<file path="src/rtl/fifo_ctrl_flags.sv">
// Pointer, occupancy and status controller for a 2**AddrBits-entry register-file FIFO.
// Acks are combinational; pointers, count and every status flag are registered.
module fifo_ctrl_flags #(
    parameter int AddrBits       = 4,
    parameter int AlmostFullThr  = 12,
    parameter int AlmostEmptyThr = 2
) (
    input  logic                clk_i,
    input  logic                rst_i,
    input  logic                wr_i,
    input  logic                rd_i,
    input  logic                flush_i,
    input  logic                err_clr_i,
    output logic [AddrBits-1:0] w_addr_o,
    output logic [AddrBits-1:0] r_addr_o,
    output logic                wr_ack_o,
    output logic                rd_ack_o,
    output logic [AddrBits:0]   count_o,
    output logic                full_o,
    output logic                empty_o,
    output logic                almost_full_o,
    output logic                almost_empty_o,
    output logic                overflow_o,
    output logic                underflow_o
);

    localparam int Depth = 1 << AddrBits;
    localparam logic [AddrBits:0] DepthC = (AddrBits+1)'(Depth);
    localparam logic [AddrBits:0] AfThr  = (AddrBits+1)'(AlmostFullThr);
    localparam logic [AddrBits:0] AeThr  = (AddrBits+1)'(AlmostEmptyThr);

    generate
        if (AddrBits < 1 || AlmostFullThr < 1 || AlmostFullThr > Depth ||
            AlmostEmptyThr < 0 || AlmostEmptyThr > Depth - 1) begin : g_bad_param
            $error("fifo_ctrl_flags: illegal AddrBits or threshold parameter");
        end
    endgenerate

    logic [AddrBits-1:0] w_ptr_q, r_ptr_q;
    logic [AddrBits:0]   count_q, count_nxt;
    logic                full_q, empty_q, afull_q, aempty_q;
    logic                ovf_q, unf_q;
    logic                wr_ack, rd_ack;

    // A pop on a full FIFO frees a slot in the same cycle, so the push can ride along.
    assign rd_ack = ~flush_i & rd_i & ~empty_q;
    assign wr_ack = ~flush_i & wr_i & (~full_q | rd_ack);

    always_comb begin
        count_nxt = count_q;
        if (flush_i) begin
            count_nxt = '0;
        end else if (wr_ack && !rd_ack) begin
            count_nxt = count_q + 1'b1;
        end else if (rd_ack && !wr_ack) begin
            count_nxt = count_q - 1'b1;
        end
    end

    always_ff @(posedge clk_i or posedge rst_i) begin
        if (rst_i) begin
            w_ptr_q  <= '0;
            r_ptr_q  <= '0;
            count_q  <= '0;
            full_q   <= 1'b0;
            empty_q  <= 1'b1;
            afull_q  <= 1'b0;
            aempty_q <= 1'b1;
        end else begin
            if (flush_i) begin
                w_ptr_q <= '0;
                r_ptr_q <= '0;
            end else begin
                if (wr_ack) w_ptr_q <= w_ptr_q + 1'b1;
                if (rd_ack) r_ptr_q <= r_ptr_q + 1'b1;
            end
            count_q  <= count_nxt;
            full_q   <= (count_nxt == DepthC);
            empty_q  <= (count_nxt == '0);
            afull_q  <= (count_nxt >= AfThr);
            aempty_q <= (count_nxt <= AeThr);
        end
    end

    // Set has priority over clear; flush suppresses setting but does not clear.
    always_ff @(posedge clk_i or posedge rst_i) begin
        if (rst_i) begin
            ovf_q <= 1'b0;
            unf_q <= 1'b0;
        end else begin
            if (!flush_i && wr_i && !wr_ack) ovf_q <= 1'b1;
            else if (err_clr_i)              ovf_q <= 1'b0;
            if (!flush_i && rd_i && !rd_ack) unf_q <= 1'b1;
            else if (err_clr_i)              unf_q <= 1'b0;
        end
    end

    assign w_addr_o       = w_ptr_q;
    assign r_addr_o       = r_ptr_q;
    assign wr_ack_o       = wr_ack;
    assign rd_ack_o       = rd_ack;
    assign count_o        = count_q;
    assign full_o         = full_q;
    assign empty_o        = empty_q;
    assign almost_full_o  = afull_q;
    assign almost_empty_o = aempty_q;
    assign overflow_o     = ovf_q;
    assign underflow_o    = unf_q;

endmodule
</file>
<file path="config.mk">
export PLATFORM = sky130hd
export DESIGN_NAME = fifo_ctrl_flags
export DESIGN_NICKNAME = d
export VERILOG_FILES = /design/src/rtl/fifo_ctrl_flags.sv
export SDC_FILE = /design/constraint.sdc
export NUM_CORES = 1
export LEC_CHECK = 0
export CORE_UTILIZATION = 45
export CTS_BUF_LIST = sky130_fd_sc_hd__clkbuf_4
export DETAILED_ROUTE_END_ITERATION = 6
export DONT_BUFFER_PORTS = 1
export PLACE_DENSITY = 0.73
export RECOVER_POWER = 25
export SETUP_SLACK_MARGIN = 0.1
export SLEW_MARGIN = 20
export SYNTH_ARGS = -nofsm -noshare
export SYNTH_HDL_FRONTEND = slang
export SYNTH_SLANG_ARGS = --single-unit
</file>
<file path="constraint.sdc">
create_clock -name clk_i -period 1.8 [get_ports clk_i]
set_clock_uncertainty 0.05 [all_clocks]
set_input_delay 0.18 -clock clk_i [delete_from_list [all_inputs] [get_ports clk_i]]
set_output_delay 0.18 -clock clk_i [all_outputs]
set_load 0.05 [all_outputs]
</file>
After elaboration in Yosys (flattened, before gate mapping) --
Cells that the tools add are included.
Word-level totals: flip-flop bits (word level) 19, bits in latches 0, RAM bits 0, bits in read-only memories 0, input port bits 6, output and inout bits 21, logic and storage cells 48, memories kept 0
Cells by class: $add $sub $neg 4, multiply operators 0, div/mod/pow operators 0, order comparisons 2, eq/ne operators 1, shift-type cells 0, multiplexer cells 10, bitwise logic cells 8, reductions and logical operators 14
Operators with widths (number):
- two-way mux 4 bit | 4
- two-way mux 5 bit | 3
- adder 4 x 1 -> 4 bit (second input constant) | 2
- nonzero test 2 bit | 4
- logical AND 1 bit | 6
- adder 5 x 1 -> 5 bit (second input constant) | 1
- equality test 5 bit (second input constant) | 1
- >= comparator 5 x 4 -> 1 bit (second input constant) | 1
- <= comparator 5 x 2 -> 1 bit (second input constant) | 1
- zero test 5 bit | 1
- subtractor 5 x 1 -> 5 bit (second input constant) | 1
- AND 1 bit | 4
- zero test 1 bit | 3
- two-way mux 1 bit | 3
- NOT 1 bit | 3
- OR 1 bit | 1

Logic depth before layout (Yosys ltp) --
Gate-level depths: netlist (run 1).
word-level depth 11, gate-level depth with buffers 7, depth with buffers taken out 7

Worst setup path after synthesis (run 1) --
OpenSTA, ideal clock, no wires.
path type reg-to-reg, start reg empty_q (netlist: empty_o), end reg w_ptr_q[3] (netlist: w_addr_o[3]), library setup time 0.131 ns, arrival time 2.237 ns, data required time 1.619 ns, slack -0.618 ns, stages on the path, launching flop included 6, buffers on the path 0, path through dfstp_2 or3b_4 a21oi_1 nand4_1 xor2_1 nor2_1
On the way: cells in the longest elaborated chain, start to end 5
RTL lines:
- start, declared | RTL line 41 | logic full_q, empty_q, afull_q, aempty_q;
- start signal, assigned | RTL line 79 | empty_q <= (count_nxt == '0);
- NOT 1 bit | RTL line 46 | assign rd_ack = ~flush_i & rd_i & ~empty_q;
- AND 1 bit | RTL line 46
- OR 1 bit | RTL line 47 | assign wr_ack = ~flush_i & wr_i & (~full_q | rd_ack);
- AND 1 bit | RTL line 47
- net wr_ack_o | RTL line 16 | output logic wr_ack_o,
- nonzero test 2 bit (no source line)
- end signal, assigned | RTL line 74 | if (wr_ack) w_ptr_q <= w_ptr_q + 1'b1;
- end, declared | RTL line 39 | logic [AddrBits-1:0] w_ptr_q, r_ptr_q;
The timed path passes the listed nets, and every way through them passes these cells. A chain may end at the register's enable or synchronous reset.

Worst setup path in the final report (run 1) --
start reg empty_q (netlist: empty_o), end reg full_q (netlist: full_o)
On the way: cells in the longest elaborated chain, start to end 10, elaborated cells on any way between the ends 12, those cells by class 1 x eq/ne; 3 x mux; 4 x bitwise; 4 x reduce/logical
RTL lines:
- NOT 1 bit (*) | RTL line 46
- AND 1 bit (*) | RTL line 46
- OR 1 bit | RTL line 47
- AND 1 bit | RTL line 47
- zero test 1 bit | RTL line 55 | end else if (rd_ack && !wr_ack) begin
- logical AND 1 bit | RTL line 55
- two-way mux 5 bit | RTL line 55
- two-way mux 5 bit (*) | RTL line 53 | end else if (wr_ack && !rd_ack) begin
- two-way mux 5 bit (*) | RTL line 51 | if (flush_i) begin
- net count_nxt[4] | RTL line 40 | logic [AddrBits:0] count_q, count_nxt;
- equality test 5 bit (*) | RTL line 78 | full_q <= (count_nxt == DepthC);
- end signal, assigned | RTL line 78
- end, declared | RTL line 41
The timed path passes the listed nets; every way through them passes the cells marked *.

==> run summary, run 1 <==
most common cell after layout, fill and taps aside: buf_4
number of diodes: 0
final worst setup slack: -0.0896 ns
Reg area: 480 um^2
post-synth top area cell: dfrtp_1
hold slack: -0.116 ns
Area Growth Syn to Fin: 34.3%
fin nets: 146
DR iter-0 viols: 16
die height: 50.8 um
Leak: 0.669 nW
Synth top area share: 39.7%
Post-Syn Area: 1070 um^2
H-Tree Depth: 1
share of cells above drive strength 1: 36.3%
largest net degree at the start of global routing: 20
Post-Synthesis Cells: 103
clock transition at the register clock pins on the worst setup and hold paths after CTS: 0.11 ns
clk sink count: 19
max_slew headroom: 50.3%
via count: 893
Seq/Total Area, Yosys: 44.6%
first-pass GRT wire length: 3970 um
initial core utilization: 48.0%
first-pass detailed-route iteration total: 4
Synth Net Count: 113
Placed Instance Area: 1290 um^2
Syn Area/Cell: 10.4 um^2
Least-Margin Pin Slew: 0.745 ns
Max VDD drop: 0.000642 V
Layout fillers: 177
clk_lat worst skew: 0.29 ns
Slew Viols, Final: 0
I/O Pins: 27
Finish-stage setup viols: 5
Max Fclk: 529 MHz
CTS tree: built
TritonCTS Buffers: 3
Final HPWL DP: 1740 um
Max-cap violations: 0
crit path DAT: 2.05 ns
DRC errors left: 0
worst min path class: primary input to flop
Tmin final: 1.89 ns
vias in the first global route: 903
most frequent cells in the layout: buf_4 (23), dfrtp_1 (15), nor2_1 (13)
Final Cell Area: 1440 um^2
Yosys cell types: 39
Setup CP Type: flop to flop
total power: 1.44 mW
die area: 2580 um^2
worst-path cell chain: or3b_4 -> clkinv_8 -> and4b_1 -> a31oi_2 -> mux2i_4 -> nor4bb_4
slowest CP cell: dfstp_2
PD cells: 999 nW/um^2
Remaining Overflow, GRT: 0
Largest delay share family, worst path: simple AND/OR/NAND/NOR gates
# port buffers: 0
std cell rows: 17
CP bufs+invs: 1
GR Util All Layers: 21.4%
Setup crit start kind: flop
Synth Warn #: 0
initial antenna violation count: 0
Yosys reg bits: 19
outcome: finished with violations
CTS max path bufs: 2
RSZ-0062 raised after global routing: true
clock root cell: clkbuf_4
Tcrit/Tclk final: 105%
Crit. End Element: flop
failing checks: negative hold slack, negative setup slack
Hold Fails Final Rpt: 10
Die W: 50.8 um
DRT Wirelength: 2450 um
CP max FO: 5
Critical Path RT: 1.96 ns
floorplan core area: 2230 um^2
post-DR vias/cell: 5.48
CP max stage delay: 0.55 ns
CTS Hold Bufs: 5
placer congestion estimate: 0.807
Post-DRT Antenna Nets: 0
dominant cells by area after synthesis: dfrtp_1 (40%), dfstp_2 (4.9%), ha_1 (4.7%)
DR WL/cell: 15.0 um
area of the multi-input gates: 598 um^2
[sequential cells by signal (all words and copies together), names as in the netlist]
signal / cells
w_addr_o: 4
full_o: 1
r_addr_o: 4
empty_o: 1
underflow_o: 1
almost_empty_o: 1
overflow_o: 1
almost_full_o: 1
count_o: 5
[through the flow]
stage	hold slack, ns	instances	TNS [ns]	setup WS [ns]	util, %
final	-0.116	163	-0.335	-0.0896	64.4
after global routing	-0.141	163	-0.860	-0.193	64.4
after CTS	-0.130	163	-0.325	-0.0963	63.9
after detailed placement	0.183	150	-0.265	-0.0961	57.8
after global placement	0.167	150	-0.0418	-0.0222	57.8
after floorplan	0.0795	103	-1.62	-0.292	-
[cell families (layout without fill, tap and decap cells)]
| group | count (synthesis) | in the layout | synth area share [%] |
|---|---|---|---|
| fa+ha+maj | 4 | 4 | 4.67 |
| flops | 19 | 19 | 44.6 |
| simple gates | 46 | 46 | 27.0 |
| compound gates | 13 | 13 | 8.18 |
| xor+xnor | 7 | 7 | 5.72 |
| mux | 4 | 4 | 5.02 |
| buf+inv | 10 | 42 | 4.79 |
[path summary, 6_finish.rpt]
path / start / endpoint / slack (ns) / depth (start not counted)
max: empty_o$_DFF_PP1_ / full_o$_DFF_PP0_ / -0.09 / 6
min: flush_i / r_addr_o[0]$_DFFE_PP0P_ / -0.12 / 1
max reg2reg: empty_o$_DFF_PP1_ / full_o$_DFF_PP0_ / -0.09 / 6
min reg2reg: count_o[4]$_DFF_PP0_ / count_o[4]$_DFF_PP0_ / 0.53 / 1
max in group asynchronous: rst_i / count_o[0]$_DFF_PP0_ / 0.78 / 2
min in group asynchronous: rst_i / r_addr_o[1]$_DFFE_PP0P_ / 0.39 / 2
[synthesized netlist by cell type]
| library cell | number |
|---|---|
| dfrtp_1 | 17 |
| nor2_1 | 13 |
| nand2_1 | 7 |
| inv_1 | 6 |
| nand2b_1 | 6 |
| xor2_1 | 5 |
| ha_1 | 4 |
| nor4_1 | 4 |
| o21ai_0 | 3 |
| a21oi_1 | 2 |
| and4b_1 | 2 |
| dfstp_2 | 2 |
| mux2i_1 | 2 |
| nand4_1 | 2 |
| nor3_1 | 2 |
| o211ai_1 | 2 |
| xnor2_1 | 2 |
| a211oi_1 | 1 |
| a21o_1 | 1 |
| a31oi_1 | 1 |
| a31oi_2 | 1 |
| and2b_1 | 1 |
| buf_2 | 1 |
| buf_6 | 1 |
| clkbuf_1 | 1 |
| clkinv_4 | 1 |
| mux2_2 | 1 |
| mux2i_4 | 1 |
| nand3_1 | 1 |
| nand3b_1 | 1 |
| nor2b_1 | 1 |
| nor3_4 | 1 |
| nor3b_1 | 1 |
| nor4b_2 | 1 |
| nor4bb_4 | 1 |
| o21a_1 | 1 |
| o22ai_1 | 1 |
| or3b_4 | 1 |
| or4_1 | 1 |
[repair_timing]
action,4_1_cts,5_1_grt
gates resized for setup,5,4
hold endpoints to repair,31,10
setup endpoints to repair,7,10
pin swaps,5,5
buffers inserted,4,0
gates cloned,0,0
[power breakdown]
group          leakage, nW  switching (mW)  internal, mW
logic                0.401           0.359         0.255
registers            0.250          0.0997         0.493
clock network       0.0184           0.129         0.101
[cell type report]
| class | count | share of cell area [%] |
|---|---|---|
| Inverter | 7 | 2.70 |
| Tap cell | 28 | 2.43 |
| Sequential cell | 19 | 33.4 |
| Clock buffer | 4 | 2.09 |
| Timing Repair Buffer | 31 | 17.8 |
| Multi-Input combinational cell | 74 | 41.6 |
[routing by layer]
layer / wire, um / GRT usage, %
met4: 22 / 9.72
met3: 70 / 3.64
met5: 0 / 0
met1: 1060 / 24.2
met2: 1300 / 38.7
No activity file was read; power rests on OpenSTA's default activity.
==> run 2: changes to the inputs <==
--- a/config.mk
+++ b/config.mk
@@ -5,6 +5,7 @@
 export SDC_FILE = /design/constraint.sdc
 export NUM_CORES = 1
 export LEC_CHECK = 0
+export ABC_AREA = 1
 export CORE_UTILIZATION = 45
 export CTS_BUF_LIST = sky130_fd_sc_hd__clkbuf_4
 export DETAILED_ROUTE_END_ITERATION = 6
==> run 2 against run 1 <==
Against the previous run: the run now ends clean; combinational power fell by 30%; wire length rose by 0.24%; global-route usage rose by 0.17 points; critical path type is now flop to primary output; critical endpoint is now wr_ack_o.
==> run summary, run 2 <==
clock root cell: clkbuf_4
share of cells above drive strength 1: 22.4% (-14 points)
R2R cell count: 8 (+2)
Tcrit/Tclk final: 90.8% (-14 points)
Least-Margin Pin Slew: 0.740 ns (-0.00560 ns)
Finish-stage setup viols: 0 (-5)
Max VDD drop: 0.000532 V (-17%)
Slew Viols, Final: 0 (unchanged)
most frequent cells in the layout: inv_1 (25), nand2_1 (25), buf_4 (15)
placer congestion estimate: 0.814 (+0.93%)
ys flop type: dfrtp_1
max reg flops: 5 (unchanged)
total power: 1.22 mW (-15%)
Leak: 0.711 nW (+6.2%)
Max Fclk: 612 MHz (+16%)
TritonCTS Buffers: 3 (unchanged)
internal power: 0.693 mW (-18%)
FFs w/ async S/R, synth: 100% (unchanged)
Critical path origin: empty_o$_DFF_PP1_
Yosys cell types: 27 (-31%)
Crit. End Element: primary output
I/O Pins: 27 (unchanged)
clk sink count: 19 (unchanged)
die area: 2650 um^2 (+2.6%)
RSZ-0062 raised after global routing: true
CTS tree: built
Post-Synthesis Cells: 136 (+32%)
post-DR vias/cell: 5.32 (-3.0%)
Layout fillers: 217 (+23%)
sequential share of power: 46.4% (+5.1 points)
list of most frequent post-synthesis cells: inv_1 (25), nand2_1 (25), dfrtp_1 (17)
TNS Setup: 0 ns (+0.335 ns)
Setup CP Type: flop to primary output
switching pwr: 0.523 mW (-11%)
DRC errors left: 0 (unchanged)
Synth Net Count: 146 (+29%)
Syn Area/Cell: 8.09 um^2 (-22%)
Tmin final: 1.63 ns (-0.256 ns)
std cell rows: 17 (unchanged)
DR iter-0 viols: 39 (+23)
Area Growth Syn to Fin: 18.1%
hold depth: 3 (+2)
Synth Warn #: 0 (unchanged)
first-pass GRT wire length: 4250 um (+7.1%)
Seq/Total Area, Yosys: 43.5% (-1.2 points)
Critical Path RT: 1.57 ns (-0.39 ns)
Setup WS pre-CTS: 0.244 ns (+0.340 ns)
largest net degree at the start of global routing: 20 (unchanged)
Yosys reg bits: 19 (unchanged)
dominant cells by area after synthesis: dfrtp_1 (39%), inv_1 (8.5%), nand2_1 (8.5%)
vias in the first global route: 1026 (+14%)
r2r startpoint: empty_o$_DFF_PP1_
PD cells: 936 nW/um^2 (-6.3%)
Setup crit start kind: flop
DRT Wirelength: 2460 um (+0.24%)
Post-DRT Antenna Nets: 0 (unchanged)
HP Start: flush_i
fin nets: 167 (+14%)
switch share: 43.0% (+2.1 points)
max_slew headroom: 50.6% (+0.37 points)
number of diodes: 0 (unchanged)
worst min path class: primary input to flop
crit path DAT: 1.40 ns (-0.65 ns)
floorplan core area: 2250 um^2 (+0.95%)
CP max FO: 4 (-1)
number of synthesized flops with an enable pin: 0 (unchanged)
DR WL/cell: 13.4 um (-11%)
Remaining Overflow, GRT: 0 (unchanged)
hold slack: 0.0138 ns (+0.130 ns)
combinational share of power: 35.2% (-7.5 points)
final worst setup slack: 0.166 ns (+0.256 ns)
Max-cap violations: 0 (unchanged)
initial antenna violation count: 0 (unchanged)
# port buffers: 0 (unchanged)
clock transition at the register clock pins on the worst setup and hold paths after CTS: 0.11 ns (about the same)
Die W: 51.4 um (+1.3%)
Final HPWL DP: 1790 um (+2.6%)
CTS max path bufs: 2 (unchanged)
first-pass detailed-route iteration total: 4 (unchanged)
clk_lat worst skew: 0.30 ns (about the same)
Post-Syn Area: 1100 um^2 (+2.7%)
Hold Fails Final Rpt: 0 (-10)
Placed Instance Area: 1240 um^2 (-4.0%)
Synth top area share: 38.7% (-1.0 points)
GR Util All Layers: 21.5% (+0.17 points)
H-Tree Depth: 1 (unchanged)
initial core utilization: 48.8% (+0.82 points)
outcome: completed
post-synth top area cell: dfrtp_1
Clk pwr share: 18.4% (+2.4 points)
die height: 51.4 um (+1.3%)
via count: 978 (+9.5%)
Final Cell Area: 1300 um^2 (-9.7%)
==> run 2: cell types whose count changed after synthesis, moves of 4 or more <==
cell,previous run,this run
inv_1,6,25
nand2_1,7,25
nand2b_1,6,0
nand3_1,1,13
nand4_1,2,6
nor4_1,4,0
xor2_1,5,1
==> run 2: per-layer routing <==
layer,up-vias,share of wire (%),GRT usage (%)
met4,0,2.0,8.56
met3,8,7.4,4.17
li1,481,-,-
met1,447,41,23.9
met5,-,0,0
met2,42,50,39.6
==> run 2: worst paths after layout <==
check | to | slack, ns
setup reg to reg | empty_o$_DFF_PP1_ | 0.20
hold / removal | r_addr_o[3]$_DFFE_PP0P_ | 0.01
setup / recovery | wr_ack_o | 0.17
min in group asynchronous | w_addr_o[2]$_DFFE_PP0P_ | 0.38
hold reg to reg | w_addr_o[2]$_DFFE_PP0P_ | 0.45
max in group asynchronous | count_o[0]$_DFF_PP0_ | 0.81
==> run 2: cell type report <==
type                    count  area, um^2  share of cell area (%)
clock inverters             1        5.00                   0.385
inverters                  26        97.6                    7.51
multi-input cells          89         514                    39.6
repair buffers             18         143                    11.0
flip-flops and latches     19         482                    37.1
well taps                  28        35.0                    2.70
clock buffers               3        22.5                    1.73
==> run 2: critical path: stages (launching register included) <==
cell	delay [ns]
dfstp_2	0.58
nor2_4	0.05
o21ai_2	0.17
inv_1	0.10
buf_4	0.20
==> run 2: power by group through the flow <==
stage	clock network, mW	logic, mW	registers [mW]
after floorplan	0	0.180	0.702
after global placement	0	0.412	0.569
after detailed placement	0	0.421	0.571
after CTS	0.225	0.430	0.563
after global routing	0.238	0.467	0.574
final	0.223	0.428	0.565
==> run 2: cells by family (layout without fill, tap and decap cells) <==
logic type                 count (synthesis)  in the layout  synth area share, %
adders and majority gates                  4              4                 4.55
DFF                                       19             19                 43.5
buffers and inverters                     28             48                 9.78
AOI/OAI and AO/OA                         15             15                 8.19
and+or+nand+nor                           68             68                 32.4
xor gates and xnor gates                   2              2                 1.59
==> run 2: per-stage QoR <==
step / std cells / util (%)
final: 184 / 57.6
after global routing: 184 / 57.6
after CTS: 184 / 57.5
after detailed placement: 177 / 55.0
after global placement: 177 / 55.0
after floorplan: 136 / -
==> run 2: what timing repair did <==
action,in CTS,in global routing
buffers inserted,0,0
hold endpoints to repair,21,0
setup endpoints to repair,0,3
hold buffers,3,0
resized for setup,0,1
